==> config.mk <==
export PLATFORM = sky130hd
export DESIGN_NAME = mem_port_arbiter
export DESIGN_NICKNAME = d
export VERILOG_FILES = /design/src/rtl/mem_arb_pkg.sv /design/src/rtl/rr_arb2.sv /design/src/rtl/mem_port_arbiter.sv
export SDC_FILE = /design/constraint.sdc
export NUM_CORES = 1
export LEC_CHECK = 0
export ABC_AREA = 1
export CORE_MARGIN = 2
export CORE_UTILIZATION = 39
export CTS_BUF_LIST = sky130_fd_sc_hd__clkbuf_4
export DETAILED_ROUTE_END_ITERATION = 12
export DONT_BUFFER_PORTS = 1
export SYNTH_ARGS = -nofsm -noshare
export SYNTH_HDL_FRONTEND = slang
export SYNTH_SLANG_ARGS = --single-unit
==> constraint.sdc <==
create_clock -name clk -period 2.1 [get_ports clk]
set_clock_uncertainty 0.05 [all_clocks]
set_input_delay 0.42 -clock clk [delete_from_list [all_inputs] [get_ports clk]]
set_output_delay 0.42 -clock clk [all_outputs]
set_load 0.02 [all_outputs]
==> src/rtl/mem_arb_pkg.sv <==
// mem_arb_pkg: shared types and constants for the RAM port B arbiter.
//   WIDTH_DEF   - default data/address width
//   IO_ADDR_DEF - default address of the memory-mapped button register
//   owner_t     - which requester owns an access
//   key_t       - button code returned by a read of the button register
//   stage_t     - response pipeline entry
package mem_arb_pkg;

    localparam int WIDTH_DEF = 16;
    localparam logic [15:0] IO_ADDR_DEF = 16'hFFFF;

    typedef enum logic {
        OWN_CPU,
        OWN_AUX
    } owner_t;

    typedef enum logic [1:0] {
        KEY_NONE  = 2'd0,
        KEY_START = 2'd1,
        KEY_LEFT  = 2'd2,
        KEY_RIGHT = 2'd3
    } key_t;

    typedef struct packed {
        logic   valid;
        owner_t owner;
        logic   is_read;
        logic   is_io;
    } stage_t;

    // Priority encode pressed buttons (active-high here): start, then left, then right.
    function automatic key_t key_encode(input logic start_p, input logic left_p, input logic right_p);
        return start_p ? KEY_START : left_p ? KEY_LEFT : right_p ? KEY_RIGHT : KEY_NONE;
    endfunction

endpackage

==> src/rtl/rr_arb2.sv <==
// rr_arb2: two-input round-robin arbiter for the issue stage.
//   clk, reset         - clock, synchronous active-high reset
//   cpu_req, aux_req   - requests seen this cycle
//   gnt                - one-hot combinational grant, bit 0 = CPU, bit 1 = AUX
module rr_arb2
    import mem_arb_pkg::*;
(
    input  logic       clk,
    input  logic       reset,
    input  logic       cpu_req,
    input  logic       aux_req,
    output logic [1:0] gnt
);

    owner_t last_owner;

    // On a tie the requester that did not win last time goes first.
    always_comb begin
        gnt = (cpu_req && aux_req) ? ((last_owner == OWN_AUX) ? 2'b01 : 2'b10)
                                   : {aux_req, cpu_req};
    end

    always_ff @(posedge clk) begin
        if (reset)
            last_owner <= OWN_AUX;
        else if (|gnt)
            last_owner <= gnt[1] ? OWN_AUX : OWN_CPU;
    end

endmodule

==> src/rtl/mem_port_arbiter.sv <==
// mem_port_arbiter: shares RAM port B between the CPU load/store unit and an
// auxiliary master with round-robin arbitration and a fixed two-cycle read latency.
//   clk, reset                         - clock, synchronous active-high reset
//   cpu_req/we/addr/wdata              - CPU request fields
//   cpu_gnt, cpu_rvalid, cpu_rdata     - CPU grant pulse and read response
//   aux_*                              - same set for the auxiliary master
//   mem_we_b, mem_addr_b, mem_data_b   - registered RAM port B controls
//   mem_q_b                            - RAM port B registered read data
//   start_n, left_n, right_n           - raw active-low buttons
// Optional macro IO_KEYS_EN: reads of IO_ADDR return a synchronized button code
// and writes to IO_ADDR are granted but never reach the RAM.
module mem_port_arbiter
    import mem_arb_pkg::*;
#(
    parameter int WIDTH = WIDTH_DEF,
    parameter logic [WIDTH-1:0] IO_ADDR = WIDTH'(IO_ADDR_DEF)
) (
    input  logic             clk,
    input  logic             reset,
    input  logic             cpu_req,
    input  logic             cpu_we,
    input  logic [WIDTH-1:0] cpu_addr,
    input  logic [WIDTH-1:0] cpu_wdata,
    output logic             cpu_gnt,
    output logic             cpu_rvalid,
    output logic [WIDTH-1:0] cpu_rdata,
    input  logic             aux_req,
    input  logic             aux_we,
    input  logic [WIDTH-1:0] aux_addr,
    input  logic [WIDTH-1:0] aux_wdata,
    output logic             aux_gnt,
    output logic             aux_rvalid,
    output logic [WIDTH-1:0] aux_rdata,
    output logic             mem_we_b,
    output logic [WIDTH-1:0] mem_addr_b,
    output logic [WIDTH-1:0] mem_data_b,
    input  logic [WIDTH-1:0] mem_q_b,
    input  logic             start_n,
    input  logic             left_n,
    input  logic             right_n
);

    logic [1:0]       gnt;
    logic             win_we;
    logic [WIDTH-1:0] win_addr;
    logic [WIDTH-1:0] win_wdata;
    logic             io_hit;
    logic             rd_ok;
    logic [WIDTH-1:0] rd_data;
    stage_t           s1;
    stage_t           s2;

    rr_arb2 u_arb (
        .clk     (clk),
        .reset   (reset),
        .cpu_req (cpu_req),
        .aux_req (aux_req),
        .gnt     (gnt)
    );

    always_comb begin
        win_we    = gnt[1] ? aux_we    : cpu_we;
        win_addr  = gnt[1] ? aux_addr  : cpu_addr;
        win_wdata = gnt[1] ? aux_wdata : cpu_wdata;
    end

`ifdef IO_KEYS_EN
    logic [2:0] btn_meta;
    logic [2:0] btn_sync;
    key_t       s2_key;

    assign io_hit = (win_addr == IO_ADDR);

    // Buttons idle high, so the synchronizer resets to "not pressed".
    // The code is captured while the access sits in stage 1 and presented with stage 2.
    always_ff @(posedge clk) begin
        if (reset) begin
            btn_meta <= 3'b111;
            btn_sync <= 3'b111;
            s2_key   <= KEY_NONE;
        end else begin
            btn_meta <= {start_n, left_n, right_n};
            btn_sync <= btn_meta;
            s2_key   <= key_encode(~btn_sync[2], ~btn_sync[1], ~btn_sync[0]);
        end
    end

    assign rd_data = s2.is_io ? WIDTH'(s2_key) : mem_q_b;
`else
    logic unused_keys;

    assign io_hit      = 1'b0;
    assign rd_data     = mem_q_b;
    assign unused_keys = &{1'b0, start_n, left_n, right_n, IO_ADDR, s2.is_io};
`endif

    // Issue stage and response pipeline; address/data hold when nothing is granted.
    always_ff @(posedge clk) begin
        if (reset) begin
            cpu_gnt    <= 1'b0;
            aux_gnt    <= 1'b0;
            mem_we_b   <= 1'b0;
            mem_addr_b <= '0;
            mem_data_b <= '0;
            s1         <= '0;
            s2         <= '0;
        end else begin
            cpu_gnt  <= gnt[0];
            aux_gnt  <= gnt[1];
            mem_we_b <= (|gnt) & win_we & ~io_hit;
            if (|gnt) begin
                mem_addr_b <= win_addr;
                mem_data_b <= win_wdata;
            end
            s1 <= '{valid: |gnt, owner: gnt[1] ? OWN_AUX : OWN_CPU, is_read: ~win_we, is_io: io_hit};
            s2 <= s1;
        end
    end

    // RAM data arrives registered, so stage 2 passes it straight through.
    always_comb begin
        rd_ok      = s2.valid & s2.is_read;
        cpu_rvalid = rd_ok & (s2.owner == OWN_CPU);
        aux_rvalid = rd_ok & (s2.owner == OWN_AUX);
        cpu_rdata  = cpu_rvalid ? rd_data : '0;
        aux_rdata  = aux_rvalid ? rd_data : '0;
    end

endmodule

==> flow_summary.ini, run 1 <==
[run_status]
status = finished clean

[grt]
grt_first_pass_wirelength_um = 8360
grt_max_degree = 42
gr-total-overflow = 0
antenna_found_initial = 0
grtUsageTotal_pct = 16.4
grt_pass1_vias = 1741

[logic_synthesis]
syn_nets = 424
synth_compound_area_share_pct = 7.59
synthCells = 335
ys_seq_area_share_pct = 35.6
syn-cell-area_um2 = 2310
yosysUniqueCellTypes = 19
synth_top_cell_by_area = dfxtp_1
synth.mux.area_fraction_pct = 0
ys_seq_elements = 41
synth_top_family_by_area = simple AND/OR/NAND/NOR gates
yosys.area_share.simple_pct = 40.2
synth-xor-area-share_pct = 0
avgSynthCellArea_um2 = 6.89
yosysWarningCount = 0
synth.area.top_cells = dfxtp_1 (36%), nand3_1 (17%), inv_1 (8.9%)
synth_top_area_share_pct = 35.6
synthAdderAreaFrac_pct = 0

[die]
chipWidth_um = 80.9
die_height_um = 80.9
coreArea_um2 = 5820
initial_utilization_pct = 39.7
rows = 28
dieArea_um2 = 6550
ioPinCount = 158

[placement]
gp_congestion = 0.777
dp_hpwl_um = 3870
placed_cells = 391
placed_area_um2 = 2280
portBuffers = 0

[sta]
fin_crit_ps = 1900
finalSetupTns_ps = 0
fin_crit_sh_pct = 90.6
hold_viol_final = 0
slew_viol_final = 0
setup_viol = 0
worst_slew_pin_slew_ps = 474
max_freq_ghz = 0.526
slew_headroom_pct = 68.4
rsz0062_at_grt = false

[flow_run]
maxCapViolCount = 0

[cts]
htreeDepth = 2
cts_root_buf = clkbuf_4
cts_buffers = 5
clockBufferDepth = 2
cts_resized = 0
cts.sinks = 41
post_cts.repair.setup_buffers = 0
clock_latency_ps = 340
tritoncts = built
clkSlewWorstSetupHoldPaths_ps = 120
hold_buffers = 0

[cells_and_area]
num_antenna_cells = 0
finalNonFillerCells = 399
seq_area_um2 = 821
final_area_um2 = 2360
layout-drive-gt1-share_pct = 12.0
fin_nets = 412
multi_input_area_um2 = 1100
areaGrowthSynthToFinish_pct = 2.28
fill_cells = 633

[worst_hold_path]
min-delay-path-class = input pin to flip-flop

[route]
drc = 0
vias_per_cell = 5.23
dr.pass1.iters = 4
drt_wl_total_um = 5430
ant_nets = 0
drt_iter0_drc = 138
vias = 2088
avgRoutedWirePerCell_um = 13.6

[power_and_ir_drop]
p_per_area_nw_per_um2 = 710
p_total_mw = 1.68
leakagePower_nw = 1.13
ir_drop_uv = 289

[worst_setup_path]
reg2reg_slack_ps = 480
crit_path_start_kind = flip-flop
critical_path_class = flip-flop to output port
arrival_ps = 1430
required_ps = 1630
path_max_fanout = 16
critPathCaptureType = output port
[worst paths after layout]
kind                                 endpoint  depth (start not counted)        startpoint
worst min register to register          s2[1]                          2             s1[1]
worst max-delay path             cpu_rdata[6]                          4             s2[3]
worst max register to register       mem_we_b                          6  u_arb.last_owner
worst min-delay path            mem_data_b[0]                          1             reset
[area by class of cell]
cell class | instances | area share, %
timing repair buffer | 7 | 2.23
sequential | 41 | 34.8
inverter | 56 | 8.91
clock inverter | 3 | 1.75
multi-input combinational | 212 | 46.8
clock buffer | 5 | 1.59
tap | 75 | 3.98
[stage by stage]
| stage | worst slack, ps | util (%) | hold WS, ps |
|---|---|---|---|
| final | 197 | 40.6 | 93.7 |
| after CTS | 165 | 40.6 | 57.9 |
| after floorplan | 256 | - | 338 |
| after global routing | 0.994 | 40.6 | 43.0 |
| after global placement | 513 | 39.2 | 342 |
| after detailed placement | 466 | 39.2 | 342 |
[sequential cells by signal (all words and copies together) (netlist names)]
name and count:
s1 2, cpu_gnt 1, s2 3, mem_data_b 16, mem_addr_b 16, mem_we_b 1
aux_gnt 1, u_arb.last_owner 1
[cells in the final DEF (no fill, tap or decap)]
cell        synthesis  routed
o21ai_1             1       1
nor2_1             39      39
nand3_2            20      20
clkinvlp_4          0       1
nand2_8             1       1
nand2_1            35      35
dfxtp_1            41      41
nor3_1              1       1
clkbuf_4            0       5
o21ai_0             1       1
nor2b_1             1       1
buf_4              10       7
nand2_4             3       3
inv_1              55      55
inv_2               1       1
bufinv_16           0       1
a21oi_1            33      33
nand3_1            77      77
clkinv_1            0       1
[kinds of logic after synthesis]
| group | count (synthesis) |
|---|---|
| AO/OA/AOI/OAI | 35 |
| buffers and inverters | 82 |
| flip-flops | 41 |
| AND/OR/NAND/NOR | 177 |
[worst max-delay path, stage by stage, from the launching register on]
cell and delay, ps:
dfxtp_1 350, nand2_1 50, nor2_1 120, inv_1 210, nor2_1 370
[layer usage]
metal  GRT usage (%)  up-vias  share of wire [%]
li1                -     1035                  -
met1            17.3      926                 39
met2            29.8      121                 49
met3            6.56        6                 12
met4            5.42        0               0.94
met5               0        -                  0
[cell usage after synthesis, drive strengths merged]
library cell / number
nor3: 1
clkbuf: 5
nand2: 39
dfxtp: 41
nand3: 97
o21ai: 2
a21oi: 33
buf: 21
nor2: 39
nor2b: 1
inv: 56
[power by group]
part / switching, mW / leakage [nW] / internal (mW)
clock network: 0.255 / 0.0389 / 0.247
registers: 0.109 / 0.340 / 0.838
logic: 0.142 / 0.755 / 0.0849
total: 0.506 / 1.13 / 1.17
Power figures use the tool's default switching activity.
==> inputs of run 2 (changes only) <==
--- a/config.mk
+++ b/config.mk
@@ -6,6 +6,7 @@
 export NUM_CORES = 1
 export LEC_CHECK = 0
 export ABC_AREA = 1
+export CORE_ASPECT_RATIO = 0.7
 export CORE_MARGIN = 2
 export CORE_UTILIZATION = 39
 export CTS_BUF_LIST = sky130_fd_sc_hd__clkbuf_4
==> run 2 against run 1 <==
Effect of this change:
- critical path depth shrank 2
- sequential power is essentially flat
- die area grew 0.15%
- fmax shrank 1.6%
- cell area shrank 1.5%
- core utilization is essentially flat
- final cell count shrank 1.5%
- worst setup slack lost 31 ps
- combinational power is essentially flat
- largest cell class unchanged
==> flow_summary.ini, run 2 (synthesis results as in run 1) <==
[run_status]
status = finished clean

[power_and_ir_drop]
swShare_pct = 31.1
leakagePower_nw = 1.10
clkPwrFrac_pct = 26.2
p_int_mw = 1.09
p_total_mw = 1.59
p_per_area_nw_per_um2 = 683
seqPwrFrac_pct = 59.6
combPwrFrac_pct = 14.2
p_switching_uw = 494
ir_drop_uv = 234

[route]
dr.pass1.iters = 4
drt_iter0_drc = 72
vias = 2036
ant_nets = 0
routed-wl-met2_um = 2510
drt_wl_total_um = 5410
avgRoutedWirePerCell_um = 13.8
vias_per_cell = 5.18
wl_met3_um = 465
drt-met1-wl_um = 2390
drc = 0
routed.top_layer = met4

[die]
chipWidth_um = 95.9
dieArea_um2 = 6560
die_height_um = 68.4
initial_utilization_pct = 40.3
rows = 23
ioPinCount = 158
coreArea_um2 = 5730

[sta]
slew_viol_final = 0
holdWs_ps = 82.5
hold_viol_final = 0
worst_slew_pin_slew_ps = 479
max_freq_ghz = 0.517
slew_headroom_pct = 68.0
rsz0062_at_grt = true
fin_crit_ps = 1930
fin_crit_sh_pct = 92.1
setup_viol = 0

[cells_and_area]
layout-drive-gt1-share_pct = 13.8
final_common_cell = nand3_1
final_cell_mix = nand3_1 (76), inv_1 (55), dfxtp_1 (41)
num_antenna_cells = 0
areaGrowthSynthToFinish_pct = 0.705
fill_cells = 629
fin_nets = 406
largestRegisters = mem_addr_b x16, mem_data_b x16, s2 x3

[grt]
antenna_found_initial = 0
gr-total-overflow = 0
grt_max_degree = 42
grt_first_pass_wirelength_um = 8020
grtUsageTotal_pct = 15.9
grt_pass1_vias = 1728

[cts]
cts.sinks = 41
clock_latency_ps = 330
cts_buffers = 5
htreeDepth = 2
clkSlewWorstSetupHoldPaths_ps = 120
tritoncts = built
cts_root_buf = clkbuf_4
post_cts.repair.setup_buffers = 0
clockBufferDepth = 2

[worst_setup_path]
critical_path_class = flip-flop to output port
max_stage_delay_ps = 440
crit_chain = nand3_2, nor2_1
required_ps = 1630
path_max_fanout = 17
slowest_stage = nor2_1
arrival_ps = 1460
reg2reg_slack_ps = 470
crit_path_start_kind = flip-flop
critPathCaptureType = output port

[placement]
gp_congestion = 0.705
portBuffers = 0
dp_hpwl_um = 3680

[worst_hold_path]
min-delay-path-class = input pin to flip-flop

[flow_run]
maxCapViolCount = 0
==> run 2: layout make-up <==
cell class / instances / area, um^2 / share of cell area (%)
Multi-Input combinational cell: 212 / 1130 / 48.7
Sequential cell: 41 / 821 / 35.3
Inverter: 56 / 210 / 9.05
Tap cell: 75 / 93.8 / 4.04
Clock buffer: 8 / 60.1 / 2.58
Timing Repair Buffer: 1 / 7.51 / 0.323
==> run 2: worst paths after layout <==
path | startpoint | depth (start not counted) | endpoint
max | s2[3] | 2 | aux_rdata[8]
min | reset | 1 | mem_addr_b[10]
max reg2reg | u_arb.last_owner | 6 | mem_we_b
min reg2reg | s1[1] | 2 | s2[1]
==> run 2: per-stage QoR <==
| stage | TNS (ps) | worst slack [ps] | instance area, um^2 | instances | util [%] |
|---|---|---|---|---|---|
| after CTS | 0 | 16.7 | 2300 | 393 | 40.1 |
| after floorplan | 0 | 256 | 2310 | 335 | - |
| after detailed placement | 0 | 405 | 2240 | 385 | 39.0 |
| after global routing | -126 | -21.2 | 2320 | 393 | 40.6 |
| after global placement | 0 | 446 | 2240 | 385 | 39.0 |
| final | 0 | 167 | 2320 | 393 | 40.6 |
==> run 2: worst max-delay path, delay by kind of cell, from the launching register on <==
kind	cells	cell delay (ps)
simple gates	2	770
flops	1	360
==> run 2: timing repair <==
action                     CTS  global route
gates resized for setup      0            10
setup endpoints to repair    0            17
hold buffers                 0             0
==> run 2: power by group through the flow <==
stage	Clock, mW	Combinational [mW]	Sequential, mW
2_1_floorplan	0	0.246	0.952
3_3_place_gp	0	0.221	0.965
3_5_place_dp	0	0.227	0.965
4_1_cts	0.440	0.227	0.947
5_1_grt	0.467	0.266	0.955
6_report	0.415	0.226	0.946
==> run 2: routing by layer <==
metal  up-vias  GRT usage [%]
li1       1025              -
met5         -              0
met3         7           5.18
met1       914           19.0
met4         0           4.64
met2        90           27.4
==> inputs of run 3 (changes only) <==
--- a/config.mk
+++ b/config.mk
@@ -12,6 +12,7 @@
 export CTS_BUF_LIST = sky130_fd_sc_hd__clkbuf_4
 export DETAILED_ROUTE_END_ITERATION = 12
 export DONT_BUFFER_PORTS = 1
+export GPL_TIMING_DRIVEN = 0
 export SYNTH_ARGS = -nofsm -noshare
 export SYNTH_HDL_FRONTEND = slang
 export SYNTH_SLANG_ARGS = --single-unit
==> run 3 against run 2 <==
Effect of this change:
- sequential cell count stayed put
- worst hold slack worse by 2.6 ps
- critical path type unchanged
- final cell count is 6.4% higher
- first-iteration DRC count increased by 29%
- routed wire length up 14%
- clock-buffer cell count decreased by 2
- critical path depth grew 3
- critical endpoint is now cpu_rdata[8]
- clock power rose by 23%
==> flow_summary.ini, run 3 (synthesis results as in run 1) <==
[sta]
worst_slack_ps = 35.4
fin_crit_ps = 2060
hold_viol_final = 0
worst_slew_pin_slew_ps = 492
slew_headroom_pct = 67.2
slew_viol_final = 0
fin_crit_sh_pct = 98.3
max_freq_ghz = 0.484
setup_viol = 0
rsz0062_at_grt = true

[cts]
cts.sinks = 41
tritoncts = built
htreeDepth = 2
post_cts.repair.setup_buffers = 0
clock_latency_ps = 340
cts_buffers = 5
clkSlewWorstSetupHoldPaths_ps = 120
clockBufferDepth = 2
cts_root_buf = clkbuf_4
hold_buffers = 0

[route]
drt_iter0_drc = 93
vias_per_cell = 5.16
dr.pass1.iters = 7
avgRoutedWirePerCell_um = 14.8
drt_wl_total_um = 6170
drc = 0
ant_nets = 0
vias = 2156

[die]
dieArea_um2 = 6560
die_height_um = 68.4
rows = 23
ioPinCount = 158
coreArea_um2 = 5730
initial_utilization_pct = 40.3
chipWidth_um = 95.9

[worst_setup_path]
crit_path_start_kind = flip-flop
path_max_fanout = 10
critPathCaptureType = output port
slowest_stage = dfxtp_1
max_stage_delay_ps = 350
arrival_ps = 1590
crit_buf_inv = 2
critical_path_class = flip-flop to output port
required_ps = 1630
crit_chain = nand2_1, nor2_2, inv_1, clkbuf_8, nor2_4
path_delay_family = simple AND/OR/NAND/NOR gates
reg2reg_slack_ps = 890

[placement]
portBuffers = 0
placed_cells = 410
gp_congestion = 0.838
post-place-ws_ps = 108
dp_hpwl_um = 4620

[cells_and_area]
multi_input_area_um2 = 1200
finalNonFillerCells = 418
layout-drive-gt1-share_pct = 21.0
fin_nets = 431
areaGrowthSynthToFinish_pct = 12.1
final_cell_mix = nand3_1 (77), inv_1 (55), dfxtp_1 (41)
fill_cells = 604
largestRegisters = mem_addr_b x16, mem_data_b x16, s2 x3
seq_area_um2 = 821
final_common_cell = nand3_1
num_antenna_cells = 0

[worst_hold_path]
min-delay-path-class = input pin to flip-flop

[run_status]
status = finished clean

[grt]
grt_max_degree = 13
antenna_found_initial = 0
grtUsageTotal_pct = 18.2
gr-total-overflow = 0
grt_pass1_vias = 1878
grt_first_pass_wirelength_um = 9090

[flow_run]
maxCapViolCount = 0

[power_and_ir_drop]
ir_drop_uv = 309
leakagePower_nw = 1.21
p_per_area_nw_per_um2 = 683
run 3: per-layer routing:
layer,part of all wire [%],vias to the layer above,GRT usage [%]
met3,8.9,4,5.51
li1,-,1076,-
met5,0,-,0
met1,44,983,24.3
met2,46,93,28.3
met4,0.65,0,5.36
run 3: power breakdown:
group          switching (mW)  total (mW)  internal [mW]
clock network           0.251       0.512          0.261
logic                   0.194       0.308          0.114
registers               0.108       0.946          0.837
run 3: through the flow:
step           cell area, um^2  util, %  hold slack, ps  setup TNS (ps)  power, mW
6_report                  2590     45.2            79.8               0       1.77
5_1_grt                   2590     45.2            49.0            -768       1.88
3_3_place_gp              2400     41.9             347               0       1.26
3_5_place_dp              2400     41.9             345               0       1.27
2_1_floorplan             2310        -             338               0       1.20
4_1_cts                   2570     44.8            57.7               0       1.80
run 3: worst reg2reg max path, stage by stage, from the launching register on:
cell,delay (ps)
dfxtp_1,400
inv_2,80
nand2_4,100
buf_4,190
nand3_1,90
nand2_1,70
inv_1,50
a21oi_1,110
run 3: area by class of cell:
cell class / count / share of cell area, %
sequential: 41 / 31.7
multi-input combinational: 212 / 46.3
inverter: 56 / 8.13
buffer: 26 / 7.11
tap: 75 / 3.63
clock inverter: 2 / 1.31
clock buffer: 6 / 1.74
run 3: worst paths after layout:
path,depth (start not counted),startpoint,to
hold reg to reg,2,s1[1],s2[1]
setup / recovery,5,s2[3],cpu_rdata[8]
setup reg to reg,7,u_arb.last_owner,mem_addr_b[10]
hold / removal,1,reset,s1[1]
run 3: timing repair:
item	in CTS	in global routing
setup endpoints to repair	16	23
gates resized for setup	24	10
cloned	0	0
